## config.mk

```make
export PLATFORM = sky130hd
export DESIGN_NAME = ccff_loader
export DESIGN_NICKNAME = d
export VERILOG_FILES = /design/src/rtl/ccff_loader.sv
export SDC_FILE = /design/constraint.sdc
export NUM_CORES = 1
export LEC_CHECK = 0
export ABC_AREA = 1
export BUFFER_PORTS_ARGS = -buffer_cell sky130_fd_sc_hd__buf_4
export CORE_MARGIN = 2
export CORE_UTILIZATION = 59
export DETAILED_ROUTE_END_ITERATION = 10
export PLACE_DENSITY = 0.82
export SLEW_MARGIN = 20
export SYNTH_ARGS = -nofsm -noshare
export SYNTH_HDL_FRONTEND = slang
export SYNTH_SLANG_ARGS = --single-unit
```

## constraint.sdc

```tcl
create_clock -name prog_clk -period 4.49 [get_ports prog_clk]
set_input_delay 1.347 -clock prog_clk [delete_from_list [all_inputs] [get_ports prog_clk]]
set_output_delay 1.347 -clock prog_clk [all_outputs]
set_load 0.1 [all_outputs]
```

## src/rtl/ccff_loader.sv

```systemverilog
// Byte-stream to serial loader for a configuration flip-flop chain, with gated-shift enable.
// Optional CCFF_LOADER_VERIFY_EN prepends marker 8'hA5 and checks it at ccff_tail.
module ccff_loader #(
   parameter int CHAIN_LEN = 64
) (
   input  logic       prog_clk,
   input  logic       pReset,
   input  logic       start,
   input  logic [7:0] s_data,
   input  logic       s_valid,
   output logic       s_ready,
   output logic       ccff_head,
   output logic       ccff_shift_en,
   input  logic       ccff_tail,
   output logic       busy,
   output logic       done,
   output logic       err
);

   localparam int NB        = (CHAIN_LEN + 7) / 8;
   localparam int LAST_BITS = CHAIN_LEN - 8 * (NB - 1);
   localparam int BW        = $clog2(NB + 1);
   localparam logic [BW-1:0] NB_C       = BW'(NB);
   localparam logic [7:0]    MARKER_PAT = 8'hA5;

   typedef enum logic [1:0] {S_IDLE, S_MARKER, S_LOAD, S_FIN} state_t;

   state_t          r_state, w_next;
   logic [7:0]      r_buf;
   logic [3:0]      r_bits_left;
   logic [BW-1:0]   r_bytes;
   logic [2:0]      r_mk_cnt;
   logic            r_head, r_shift_en;
   logic            w_hs, w_last_byte, w_data_done;

   // r_bits_left counts bits still waiting behind the one currently on r_head
   assign s_ready     = (r_state == S_LOAD) && (r_bytes != NB_C) && (r_bits_left == 4'd0);
   assign w_hs        = s_ready && s_valid;
   assign w_last_byte = (r_bytes == NB_C - BW'(1));
   assign w_data_done = (r_bytes == NB_C) && (r_bits_left == 4'd0);

   assign ccff_head     = r_head;
   assign ccff_shift_en = r_shift_en;
   assign busy          = (r_state != S_IDLE);
   assign done          = (r_state == S_FIN);

   always_ff @(posedge prog_clk or negedge pReset) begin
      if (!pReset) r_state <= S_IDLE;
      else         r_state <= w_next;
   end

   always_comb begin
      w_next = r_state;
      case (r_state)
         S_IDLE: begin
            if (start) begin
`ifdef CCFF_LOADER_VERIFY_EN
               w_next = S_MARKER;
`else
               w_next = S_LOAD;
`endif
            end
         end
         S_MARKER: if (r_mk_cnt == 3'd7) w_next = S_LOAD;
         S_LOAD:   if (w_data_done) w_next = S_FIN;
         S_FIN:    w_next = S_IDLE;
         default:  w_next = S_IDLE;
      endcase
   end

   always_ff @(posedge prog_clk or negedge pReset) begin
      if (!pReset) begin
         r_buf       <= '0;
         r_bits_left <= '0;
         r_bytes     <= '0;
         r_mk_cnt    <= '0;
         r_head      <= 1'b0;
         r_shift_en  <= 1'b0;
      end else begin
         r_shift_en <= 1'b0;
         case (r_state)
            S_IDLE: begin
               if (start) begin
                  r_bytes     <= '0;
                  r_bits_left <= '0;
`ifdef CCFF_LOADER_VERIFY_EN
                  r_shift_en  <= 1'b1;
                  r_head      <= MARKER_PAT[0];
                  r_mk_cnt    <= 3'd1;
`endif
               end
            end
            S_MARKER: begin
               r_shift_en <= 1'b1;
               r_head     <= MARKER_PAT[r_mk_cnt];
               r_mk_cnt   <= r_mk_cnt + 3'd1;
            end
            S_LOAD: begin
               // a new byte puts its bit 0 on the chain at the accepting edge
               if (w_hs) begin
                  r_shift_en  <= 1'b1;
                  r_head      <= s_data[0];
                  r_buf       <= {1'b0, s_data[7:1]};
                  r_bits_left <= w_last_byte ? 4'(LAST_BITS - 1) : 4'd7;
                  r_bytes     <= r_bytes + BW'(1);
               end else if (r_bits_left != 4'd0) begin
                  r_shift_en  <= 1'b1;
                  r_head      <= r_buf[0];
                  r_buf       <= {1'b0, r_buf[7:1]};
                  r_bits_left <= r_bits_left - 4'd1;
               end
            end
            default: ;
         endcase
      end
   end

`ifdef CCFF_LOADER_VERIFY_EN
   localparam int NW = $clog2(CHAIN_LEN + 9);

   logic [NW-1:0] r_nshift, w_noff;
   logic          r_err, w_in_win;

   // tail shows marker bit (n - CHAIN_LEN) once n shifts have completed
   assign w_noff   = r_nshift - NW'(CHAIN_LEN);
   assign w_in_win = (r_nshift >= NW'(CHAIN_LEN)) && (w_noff < NW'(8));

   always_ff @(posedge prog_clk or negedge pReset) begin
      if (!pReset) begin
         r_nshift <= '0;
         r_err    <= 1'b0;
      end else if ((r_state == S_IDLE) && start) begin
         r_nshift <= '0;
         r_err    <= 1'b0;
      end else if (r_shift_en) begin
         r_nshift <= r_nshift + NW'(1);
         if (w_in_win && (ccff_tail != MARKER_PAT[w_noff[2:0]])) r_err <= 1'b1;
      end
   end

   assign err = r_err;
`else
   logic w_unused_tail;
   assign w_unused_tail = ccff_tail;
   assign err           = 1'b0;
`endif

endmodule

```

* After elaboration in Yosys (flattened, before gate mapping)
Memories as Yosys holds them, arrays and structs flattened.
Index checks and enable logic that the tools add are counted.
W data, S select, Z words.
** Word-level totals
- Output and inout port bits :: 6
- Memories kept :: 1
- Word-level logic and storage cells :: 58
- ROM bits :: 8
- Bits of input ports :: 13
- Register bits :: 23
** Cells by class
- Multiplexer cells :: 19
- Order comparisons :: 1
- $add $sub $neg :: 3
- Equal/unequal tests :: 11
- Reductions and logical operators :: 16
** Memories
- (no name shown) :: words 8, bits a word 1, read ports 1, clocked after memory_dff 0, wr ports 0, RTL line 95 : r_head <= MARKER_PAT[r_mk_cnt];
** Operator list (count)
- $mux W4 :: 4
- $mux W8 :: 2
- $pmux W4 S2 :: 2
- $reduce_and A3 Y1 :: 3
- $ne A2 B2 Y1 const B :: 4
- $pmux W2 S4 :: 1
- $reduce_bool A2 Y1 :: 4
- $mux W2 :: 3
- $mux W1 :: 5
- $add A4 B1 Y4 const B :: 1
- $eq A2 B2 Y1 const B :: 2
- $eq A4 B4 Y1 const B :: 1
- $logic_and A1 B1 Y1 :: 4
- $logic_not A4 Y1 :: 1
- $lt A3 B4 Y1 const B :: 1
- $ne A4 B4 Y1 const B :: 1
- $pmux W1 S2 :: 2
- $reduce_and A2 Y1 :: 2
- $reduce_bool A4 Y1 :: 1
- $sub A4 B1 Y4 const B :: 1
- $add A3 B1 Y3 const B :: 1
- $eq A3 B3 Y1 const B :: 1
- $ne A3 B2 Y1 const B :: 1
- $eq A2 B1 Y1 const B :: 1
- $logic_not A2 Y1 :: 1

* Logic depth before layout (Yosys ltp)
Gate-level depths: netlist (run 1).
- Word-level depth :: 6
- Gate-level depth with buffers :: 11
- Mapped depth without buffers :: 11

* Worst setup path after synthesis (run 1)
No wires, ideal clock.
- Kind :: reg-to-output
- Start point :: register r_state[0]
- End point :: output port s_ready
- Path slack :: 0.770 ns
- Required time :: 3.143 ns
- Path buffers :: 1
- Arrival :: 2.373 ns
- Cell stages (with the launch flop) :: 6
- Cells stage by stage :: dfrtp_1 -> inv_1 -> ha_1 -> clkbuf_1 -> o21ai_0 -> nor2_1
** Between the ends
- Longest elaborated chain between the ends :: 3
** Ends and longest elaborated chain
- start, declared :: RTL line 28 : state_t r_state, w_next;
- start signal, assigned :: RTL line 49 : else r_state <= w_next;
- $eq A2 B2 Y1 :: RTL line 37 : assign s_ready = (r_state == S_LOAD) && (r_bytes != NB_C) && (r_bits_left == 4'd0);
- $logic_and A1 B1 Y1 (2 in a row) :: RTL line 37
- end, declared :: RTL line 11 : output logic s_ready,
No other way between the ends.

* Final worst setup path (run 1)
Ends and elaborated chain as after synthesis.

==> results of run 1 <==
## flip-flops by register name (all words and copies together) (netlist names)
register       cells
ccff_head          1
r_bits_left        4
r_buf              7
r_mk_cnt           3
ccff_shift_en      1
r_bytes            4
r_state            2
## power breakdown
group | leakage, nW | total [mW] | internal (mW) | switching, mW
clock | 0.0210 | 0.110 | 0.0495 | 0.0609
sequential | 0.279 | 0.324 | 0.271 | 0.0535
combinational | 0.462 | 0.522 | 0.169 | 0.353
## synthesized netlist by cell type
cell / instances / area, um^2
or2_2: 3 / 18.8
inv_1: 14 / 52.6
inv_2: 2 / 7.51
nand3_4: 1 / 17.5
buf_4: 2 / 15.0
conb_1: 1 / 3.75
nor2_4: 1 / 11.3
a31oi_1: 6 / 37.5
nor2_2: 2 / 12.5
nand3_1: 5 / 25.0
dfrtp_1: 22 / 551
o21ai_0: 7 / 35.0
nand2_2: 4 / 25.0
clkinv_1: 1 / 3.75
or2_1: 1 / 6.26
xor2_1: 5 / 43.8
clkbuf_1: 1 / 3.75
o21ai_1: 9 / 45.0
nand4_1: 1 / 6.26
a21oi_1: 2 / 10.0
nor2_1: 10 / 37.5
nand2_1: 43 / 161
ha_1: 10 / 125
## worst reg2reg max path: stages, from the launching register on
cell	delay, ns
dfrtp_1	0.43
inv_1	0.11
ha_1	0.49
inv_2	0.11
nor2_4	0.20
nand3_4	0.14
nand2_1	0.12
nand2_2	0.13
nand2_1	0.09
o21ai_1	0.07
## logic make-up after synthesis
group	after synthesis	share of synthesized area, %
AOI/OAI and AO/OA	24	10.2
xor gates and xnor gates	5	3.49
adders and majority gates	10	9.97
buffers and inverters	20	6.58
DFF	22	43.9
other	1	0.299
and+or+nand+nor	71	25.6
## layout make-up
class / count / area, um^2
clock buffer: 4 / 36.3
fill: 145 / 556
inverter: 17 / 63.8
multi-input combinational: 111 / 622
sequential: 22 / 551
tap: 27 / 33.8
timing repair buffer: 16 / 120
## worst max-delay path by stage
stage	start	end	cells after the start
3_3_place_gp	r_state[0]$_DFFE_PN0P_	s_ready	5
3_5_place_dp	r_state[0]$_DFFE_PN0P_	s_ready	5
4_1_cts	r_state[0]$_DFFE_PN0P_	s_ready	5
5_1_grt	r_state[0]$_DFFE_PN0P_	s_ready	5
6_report	r_state[0]$_DFFE_PN0P_	s_ready	5
2_1_floorplan	r_state[0]$_DFFE_PN0P_	s_ready	5
## cells in the final DEF (no fill, tap or decap), types with 3 or more instances in the layout
cell       n
nand2_1   43
dfrtp_1   22
buf_4     16
inv_1     14
nor2_1    10
ha_1      10
o21ai_1    9
o21ai_0    7
a31oi_1    6
xor2_1     5
nand3_1    5
nand2_2    4
or2_2      3
clkbuf_4   3
## stage by stage
step | area, um^2 | total power [mW] | hold WS, ns
2_1_floorplan | 1250 | 0.745 | 0.446
3_3_place_gp | 1390 | 0.824 | 0.463
3_5_place_dp | 1390 | 0.853 | 0.472
4_1_cts | 1430 | 0.966 | 0.502
5_1_grt | 1430 | 1.04 | 0.536
6_report | 1430 | 0.957 | 0.498
## metal layers
metal,share of wire (%),vias up,track usage (%)
met5,0,-,0
met4,0.95,0,9.26
met3,3.7,4,2.73
met2,51,27,36.2
met1,44,488,27.5
li1,-,515,-
==> flow_summary_export.csv, run 1 <==
group,metric,value,unit
status,status,"finished, final reports clean",
critical_path,start_kind,"flop",
clock_network,cts_resized,0,
cells_and_area,final_util,72.0,%
sta,setup_tns,0,ns
critical_path,crit_type,"reg2out",
worst_hold_path,worstHoldStart,"r_mk_cnt[1]$_DFFE_PN0N_",
placed_design,place_inst,193,
logic_synthesis,syn_inst,153,
floorplanning,start_util,63.3,%
cells_and_area,area_growth,13.7,%
grt,grt_pass1_wl,4080,um
clock_network,cts_hold_buffers,0,
critical_path,reg2reg_from,"r_state[0]$_DFFE_PN0P_",
clock_network,ctsHtreeMaxLevel,1,
critical_path,worstPathCellList,"inv_1 > ha_1 > o21ai_0 > nor2_1 > buf_4",
placed_design,hpwl,1820,um
route,viasPerCell,5.25,
worst_hold_path,worst_hold_path_type,"reg2reg",
critical_path,critPathCaptureType,"primary output",
sta,slew_violations,0,
power,p_leak,0.762,nW
route,ant_nets,0,
job,maxCapViolCount,0,
critical_path,r2r_slack,2.49,ns
floorplanning,die_x,50.1,um
route,first_pass_iters,4,
worst_hold_path,hold_path_depth,2,
power,power.density,671,nW/um^2
critical_path,worstPathArrival,1.90,ns
sta,worst_slack,1.24,ns
route,finalWirelength,2420,um
sta,rsz0062_at_grt,"false",
critical_path,cp_max_fo,14,
critical_path,slowest_stage,"ha_1",
grt,antenna_found_initial,0,
placed_design,port_buffers,16,
grt,overflow,0,
route,drc_errors,0,
floorplanning,die_area,2510,um^2
floorplanning,dieHeight,50.1,um
grt,track_usage,21.5,%
critical_path,reg2reg_depth,9,
logic_synthesis,syn_avg_cell_area,8.20,um^2
critical_path,required,3.14,ns
sta,max_freq,308,MHz
clock_network,cts_num_sinks,22,
clock_network,clk_pin_slew_worst_paths,0.13,ns
floorplanning,row_count,16,
critical_path,reg2reg_to,"r_bytes[1]$_DFFE_PN0P_",
cells_and_area,num-nets-final,194,
cells_and_area,num_antenna_cells,0,
sta,setup_viol,0,
logic_synthesis,synth_nets,176,
logic_synthesis,synth_cell_types,23,
sta,finalHoldViolCount,0,
logic_synthesis,netlist_area,1250,um^2
critical_path,worst-path-buf-inv,2,
clock_network,clk_latency,0.31,ns
logic_synthesis,ys_warn_count,0,
placed_design,gp_congestion,0.757,
clock_network,cts_tree,"yes",
sta,max_slew_margin,65.9,%
grt,grt_max_degree,23,
route,wl_per_cell,12.3,um
critical_path,slowest_delay,0.49,ns
logic_synthesis,yosysSeqAreaShare,43.9,%
route,first_iter_violations,11,
floorplanning,pin_count,19,
critical_path,crit_family,"adder cells",
sta,worst_pin_slew,0.512,ns
sta,period_share,72.4,%
cells_and_area,fin_cells,197,
cells_and_area,drive_above_1_share,19.4,%
clock_network,post-cts-setup-buffers,0,
logic_synthesis,postSynthRegisterBits,22,
floorplanning,core-area,1980,um^2
sta,fin_crit,3.25,ns
clock_network,cts_buffers,3,
clock_network,cts_root_buf,"clkbuf_4",
worst_hold_path,holdPathEnd,"r_mk_cnt[1]$_DFFE_PN0N_",
power,irDropWorstVdd,385,uV
route,vias,1034,
grt,grt_pass1_vias,953,
clock_network,clockBufferDepth,2,
sta,worst_clock_skew,0.0139,ns
placed_design,preCtsSetupSlack,1.58,ns
(Power assumes the default switching activity.)
==> inputs of run 2 (changes only) <==
- ABC_AREA: 1 -> 0
- CORE_UTILIZATION: 59 -> 50
- PLACE_DENSITY: 0.82 -> 0.74
- clock period: 4.49 -> 2.8 ns (I/O delays scaled with it)
==> run 2 against run 1 <==
  * Clock skew down 0.0026 ns
  * Core utilization shrank 12 points
  * Clock-buffer cell count did not move
  * Critical path type unchanged
  * Critical endpoint unchanged
  * Highest routed layer unchanged
==> flow_summary_export.csv, run 2 <==
group,metric,value,unit
cells_and_area,area_growth,14.6,%
power,irDropWorstVdd,681,uV
sta,slew_violations,0,
critical_path,r2r_slack,0.88,ns
critical_path,reg2reg_depth,7,
logic_synthesis,syn_inst,127,
floorplanning,row_count,18,
worst_hold_path,worst_hold_path_type,"in2async",
clock_network,cts_num_sinks,22,
critical_path,cp_max_fo,9,
critical_path,crit_type,"reg2out",
cells_and_area,drive_above_1_share,19.3,%
cells_and_area,largest_register_ffs,7,
clock_network,cts_tree,"yes",
cells_and_area,num-nets-final,169,
grt,grt_pass1_wl,4080,um
clock_network,clk_pin_slew_worst_paths,0.13,ns
logic_synthesis,yosysMostFrequentCell,"dfrtp_1",
sta,setup_viol,0,
job,maxCapViolCount,0,
logic_synthesis,async_flop_share,100,%
route,viasPerCell,5.80,
cells_and_area,multi_input_area,669,um^2
clock_network,ctsHtreeMaxLevel,1,
clock_network,post-cts-setup-buffers,0,
floorplanning,pin_count,19,
floorplanning,core-area,2450,um^2
logic_synthesis,synth_edf_count,0,
clock_network,clk_latency,0.31,ns
cells_and_area,top_regs,"r_buf (7), r_bits_left (4), r_bytes (4)",
floorplanning,start_util,52.4,%
logic_synthesis,yosys_most_used_dff,"dfrtp_1",
critical_path,start_kind,"flop",
logic_synthesis,synth_nets,150,
critical_path,required,1.96,ns
cells_and_area,num_antenna_cells,0,
floorplanning,die_area,2990,um^2
route,first_pass_iters,4,
logic_synthesis,synth_common_cells,"dfrtp_1 (22), inv_1 (12), ha_1 (10)",
critical_path,reg2reg_to,"r_buf[0]$_DFFE_PN0P_",
logic_synthesis,synth_area_leaders,"dfrtp_1 (43%), ha_1 (9.7%), a21oi_1 (3.5%), inv_1 (3.5%), a2bb2oi_1 (3.4%)",
logic_synthesis,postSynthRegisterBits,22,
grt,grt_max_degree,23,
grt,grt_pass1_vias,901,
logic_synthesis,netlist_area,1290,um^2
logic_synthesis,yosysSeqAreaShare,42.8,%
critical_path,worstPathArrival,1.76,ns
logic_synthesis,synth_cell_types,44,
floorplanning,dieHeight,54.7,um
critical_path,critPathCaptureType,"primary output",
sta,setup_tns,0,ns
logic_synthesis,syn_avg_cell_area,10.1,um^2
cells_and_area,layout_common_cells,"dfrtp_1 (22), buf_4 (18), inv_1 (12)",
cells_and_area,nFillCells,222,
clock_network,cts_hold_buffers,0,
floorplanning,die_x,54.7,um
logic_synthesis,yosysTopAreaCell,"dfrtp_1",
clock_network,cts_buffers,3,
grt,antenna_found_initial,0,
power,power,1.79,mW
placed_design,gp_congestion,0.757,
route,vias,1015,
sta,fin_crit,2.60,ns
grt,track_usage,19.2,%
logic_synthesis,ys_warn_count,0,
route,first_iter_violations,9,
placed_design,hpwl,1860,um
placed_design,place_inst,171,
cells_and_area,final_util,60.0,%
clock_network,clockBufferDepth,2,
cells_and_area,top_register,"r_buf",
placed_design,preCtsSetupSlack,0.561,ns
critical_path,reg2reg_from,"r_state[0]$_DFFE_PN0P_",
sta,worst_slack,0.201,ns
cells_and_area,seq_area,551,um^2
sta,worst_clock_skew,0.0113,ns
route,finalWirelength,2550,um
placed_design,port_buffers,16,
power,p_leak,0.725,nW
cells_and_area,fin_cells,175,
sta,rsz0062_at_grt,"false",
power,power.density,1210,nW/um^2
clock_network,cts_root_buf,"clkbuf_4",
route,wl_per_cell,14.6,um
sta,max_freq,385,MHz
sta,finalHoldViolCount,0,
sta,period_share,92.8,%
route,drc_errors,0,
status,status,"finished, final reports clean",
clock_network,cts_resized,0,
grt,overflow,0,
logic_synthesis,yosysTopAreaCellShare,42.8,%
cells_and_area,layout_commonest_cell,"dfrtp_1",
route,ant_nets,0,
## run 2: cell types whose count changed after synthesis, sizes merged, moves of 5 or more
cell / previous run / this run
nand2: 47 / 9
nor2: 13 / 4
o21ai: 16 / 7
a21oi: 2 / 9
a2bb2oi: 0 / 5
nand3: 6 / 1
## run 2: worst max-delay path by stage
stage / startpoint / end / slack, ns / depth (start not counted)
after global routing: r_bytes[0]$_DFFE_PN0P_ / s_ready / 0.1 / 5
after detailed placement: r_bytes[0]$_DFFE_PN0P_ / s_ready / 0.56 / 5
after CTS: r_bytes[0]$_DFFE_PN0P_ / s_ready / 0.19 / 5
final: r_bytes[0]$_DFFE_PN0P_ / s_ready / 0.20 / 5
after floorplan: r_state[0]$_DFFE_PN0P_ / s_ready / 0.08 / 5
after global placement: r_bytes[0]$_DFFE_PN0P_ / s_ready / 0.60 / 5
## run 2: worst max-delay path, cell delays in order, from the launching register on
cell	delay, ns
dfrtp_1	0.40
inv_1	0.08
ha_1	0.20
nand3b_1	0.25
and3_1	0.22
buf_4	0.29
## run 2: routing by layer
| layer | GRT usage [%] | vias to the layer above | wire, um |
|---|---|---|---|
| li1 | - | 498 | - |
| met1 | 28.0 | 501 | 1270 |
| met2 | 29.2 | 11 | 1200 |
| met3 | 2.46 | 5 | 47 |
| met4 | 6.25 | 0 | 36 |
| met5 | 0 | - | 0 |
## run 2: area by class of cell
class / count / area share [%]
timing repair buffer: 18 / 9.17
multi-input combinational: 89 / 45.4
sequential: 22 / 37.4
clock buffer: 4 / 2.46
tap: 30 / 2.55
inverter: 12 / 3.06
## run 2: cell families after synthesis
logic type | Yosys count | synth area share [%]
mux | 6 | 5.16
xor+xnor | 2 | 1.36
compound gates | 40 | 21.8
other cells | 1 | 0.292
fa+ha+maj | 10 | 9.73
buf+inv | 16 | 5.16
flops | 22 | 42.8
simple gates | 30 | 13.7
## run 2: through the flow
step / hold WS [ns] / instance area (um^2)
after global placement: 0.474 / 1440
after floorplan: 0.466 / 1290
after CTS: 0.392 / 1470
after detailed placement: 0.495 / 1440
after global routing: 0.399 / 1470
final: 0.381 / 1470
## run 2: report_power, final
part / switching (mW) / leakage, nW / internal, mW / total, mW
sequential: 0.104 / 0.274 / 0.449 / 0.552
clock: 0.0992 / 0.0210 / 0.0794 / 0.179
combinational: 0.646 / 0.430 / 0.409 / 1.06
==> inputs of run 3 (changes only) <==
- CORE_MARGIN: 2 -> 4
==> run 3 against run 2 <==
  * Highest routed layer unchanged
  * Core utilization up 0.66 points
  * Register-to-register slack got worse by 0.05 ns
  * Sequential power barely moved
  * Critical endpoint unchanged
  * Largest power group unchanged
==> flow_summary_export.csv, run 3 (synthesis gave the netlist of run 2 again) <==
group,metric,value,unit
sta,slew_violations,0,
floorplanning,pin_count,19,
cells_and_area,area_growth,15.9,%
clock_network,post-cts-setup-buffers,0,
clock_network,cts_hold_buffers,0,
route,drc_errors,0,
critical_path,cp_max_fo,9,
grt,grt_pass1_wl,4600,um
clock_network,clk_latency,0.31,ns
route,first_iter_violations,35,
worst_hold_path,worst_hold_path_type,"in2async",
power,p_int,1.00,mW
cells_and_area,layout_commonest_cell,"dfrtp_1",
critical_path,reg2reg_from,"r_state[0]$_DFFE_PN0P_",
critical_path,reg2reg_depth,7,
sta,period_share,92.4,%
route,finalWirelength,2670,um
cells_and_area,largest_register_ffs,7,
clock_network,ctsHtreeMaxLevel,1,
route,first_pass_iters,4,
sta,max_freq,386,MHz
critical_path,start_kind,"flop",
power,p_leak,0.732,nW
clock_network,cts_root_buf,"clkbuf_4",
placed_design,hpwl,1970,um
cells_and_area,drive_above_1_share,19.3,%
power,p_switching,0.864,mW
sta,rsz0062_at_grt,"false",
grt,overflow,0,
status,status,"finished, final reports clean",
sta,setup_viol,0,
floorplanning,die_x,58.7,um
cells_and_area,multi_input_area,669,um^2
cells_and_area,top_regs,"r_buf (7), r_bits_left (4), r_bytes (4)",
critical_path,crit_type,"reg2out",
sta,max_slew_margin,66.7,%
floorplanning,row_count,18,
job,maxCapViolCount,0,
cells_and_area,num-nets-final,169,
sta,fin_crit,2.59,ns
route,vias,1036,
clock_network,clk_pin_slew_worst_paths,0.13,ns
route,wl_per_cell,15.2,um
clock_network,cts_resized,0,
sta,worst_pin_slew,0.490,ns
power,power.density,1250,nW/um^2
route,viasPerCell,5.92,
grt,grt_max_degree,23,
grt,track_usage,17.0,%
placed_design,gp_congestion,0.741,
cells_and_area,num_antenna_cells,0,
power,irDropWorstVdd,701,uV
sta,whs,0.385,ns
critical_path,worstPathArrival,1.75,ns
power,seqPwrFrac,29.6,%
cells_and_area,layout_common_cells,"dfrtp_1 (22), buf_4 (18), inv_1 (12)",
sta,setup_tns,0,ns
floorplanning,core-area,2450,um^2
sta,finalHoldViolCount,0,
clock_network,clockBufferDepth,2,
placed_design,port_buffers,16,
sta,worst_clock_skew,0.000945,ns
power,clkPwrFrac,13.3,%
critical_path,required,1.96,ns
cells_and_area,top_register,"r_buf",
cells_and_area,seq_area,551,um^2
power,p_comb_share,57.1,%
cells_and_area,nFillCells,218,
power,power,1.87,mW
clock_network,cts_buffers,3,
clock_network,cts_num_sinks,22,
critical_path,reg2reg_to,"r_bytes[3]$_DFFE_PN0P_",
critical_path,critPathCaptureType,"primary output",
floorplanning,die_area,3450,um^2
power,switching_share,46.3,%
floorplanning,dieHeight,58.7,um
grt,grt_pass1_vias,1019,
grt,antenna_found_initial,0,
route,ant_nets,0,
critical_path,r2r_slack,0.83,ns
floorplanning,start_util,52.4,%
clock_network,cts_tree,"yes",
==> run 3: changes by cell type in the layout (fill, tap and decap cells not counted) <==
cell,delta
clkbuf_8,-1
bufinv_16,+1
==> run 3: cell type report <==
type | count | area share, %
multi-input cells | 89 | 44.9
flip-flops and latches | 22 | 36.9
repair buffers | 18 | 9.07
inverters | 12 | 3.02
well taps | 30 | 2.52
clock inverters | 1 | 2.02
clock buffers | 3 | 1.51
==> run 3: worst max-delay path: stages, from the launching register on <==
cell and delay, ns:
dfrtp_1 0.40, inv_1 0.08, ha_1 0.20, nand3b_1 0.25, and3_1 0.21, buf_4 0.29
==> run 3: worst max path at each step <==
| stage | startpoint | endpoint | slack (ns) | depth (start not counted) |
|---|---|---|---|---|
| finish | r_bytes[0]$_DFFE_PN0P_ | s_ready | 0.21 | 5 |
| global route | r_bytes[1]$_DFFE_PN0P_ | s_ready | 0.11 | 5 |
| CTS | r_bytes[0]$_DFFE_PN0P_ | s_ready | 0.21 | 5 |
| floorplan | r_state[0]$_DFFE_PN0P_ | s_ready | 0.08 | 5 |
| global placement | r_bytes[0]$_DFFE_PN0P_ | s_ready | 0.61 | 5 |
| detailed placement | r_bytes[0]$_DFFE_PN0P_ | s_ready | 0.58 | 5 |
==> run 3: power by group through the flow <==
stage          Sequential, mW  Combinational, mW  Clock (mW)
2_1_floorplan           0.613              0.771           0
3_3_place_gp            0.551               1.02           0
3_5_place_dp            0.558               1.06           0
4_1_cts                 0.553               1.07       0.253
5_1_grt                 0.570               1.17       0.266
6_report                0.552               1.07       0.249
==> run 3: layer usage <==
metal / up-vias / part of all wire [%] / global-route usage, %
met5: - / 0 / 0
li1: 496 / - / -
met2: 18 / 51 / 29.5
met1: 520 / 45 / 21.7
met3: 2 / 3.0 / 2.19
met4: 0 / 0.64 / 5.50
==> run 3: per-stage QoR <==
step	setup WS [ns]	instance area, um^2	util [%]	cells
6_report	0.212	1490	60.7	175
5_1_grt	0.110	1490	60.7	175
4_1_cts	0.208	1490	60.7	175
3_5_place_dp	0.577	1440	58.6	171
3_3_place_gp	0.606	1440	58.6	171
2_1_floorplan	0.0850	1290	-	127
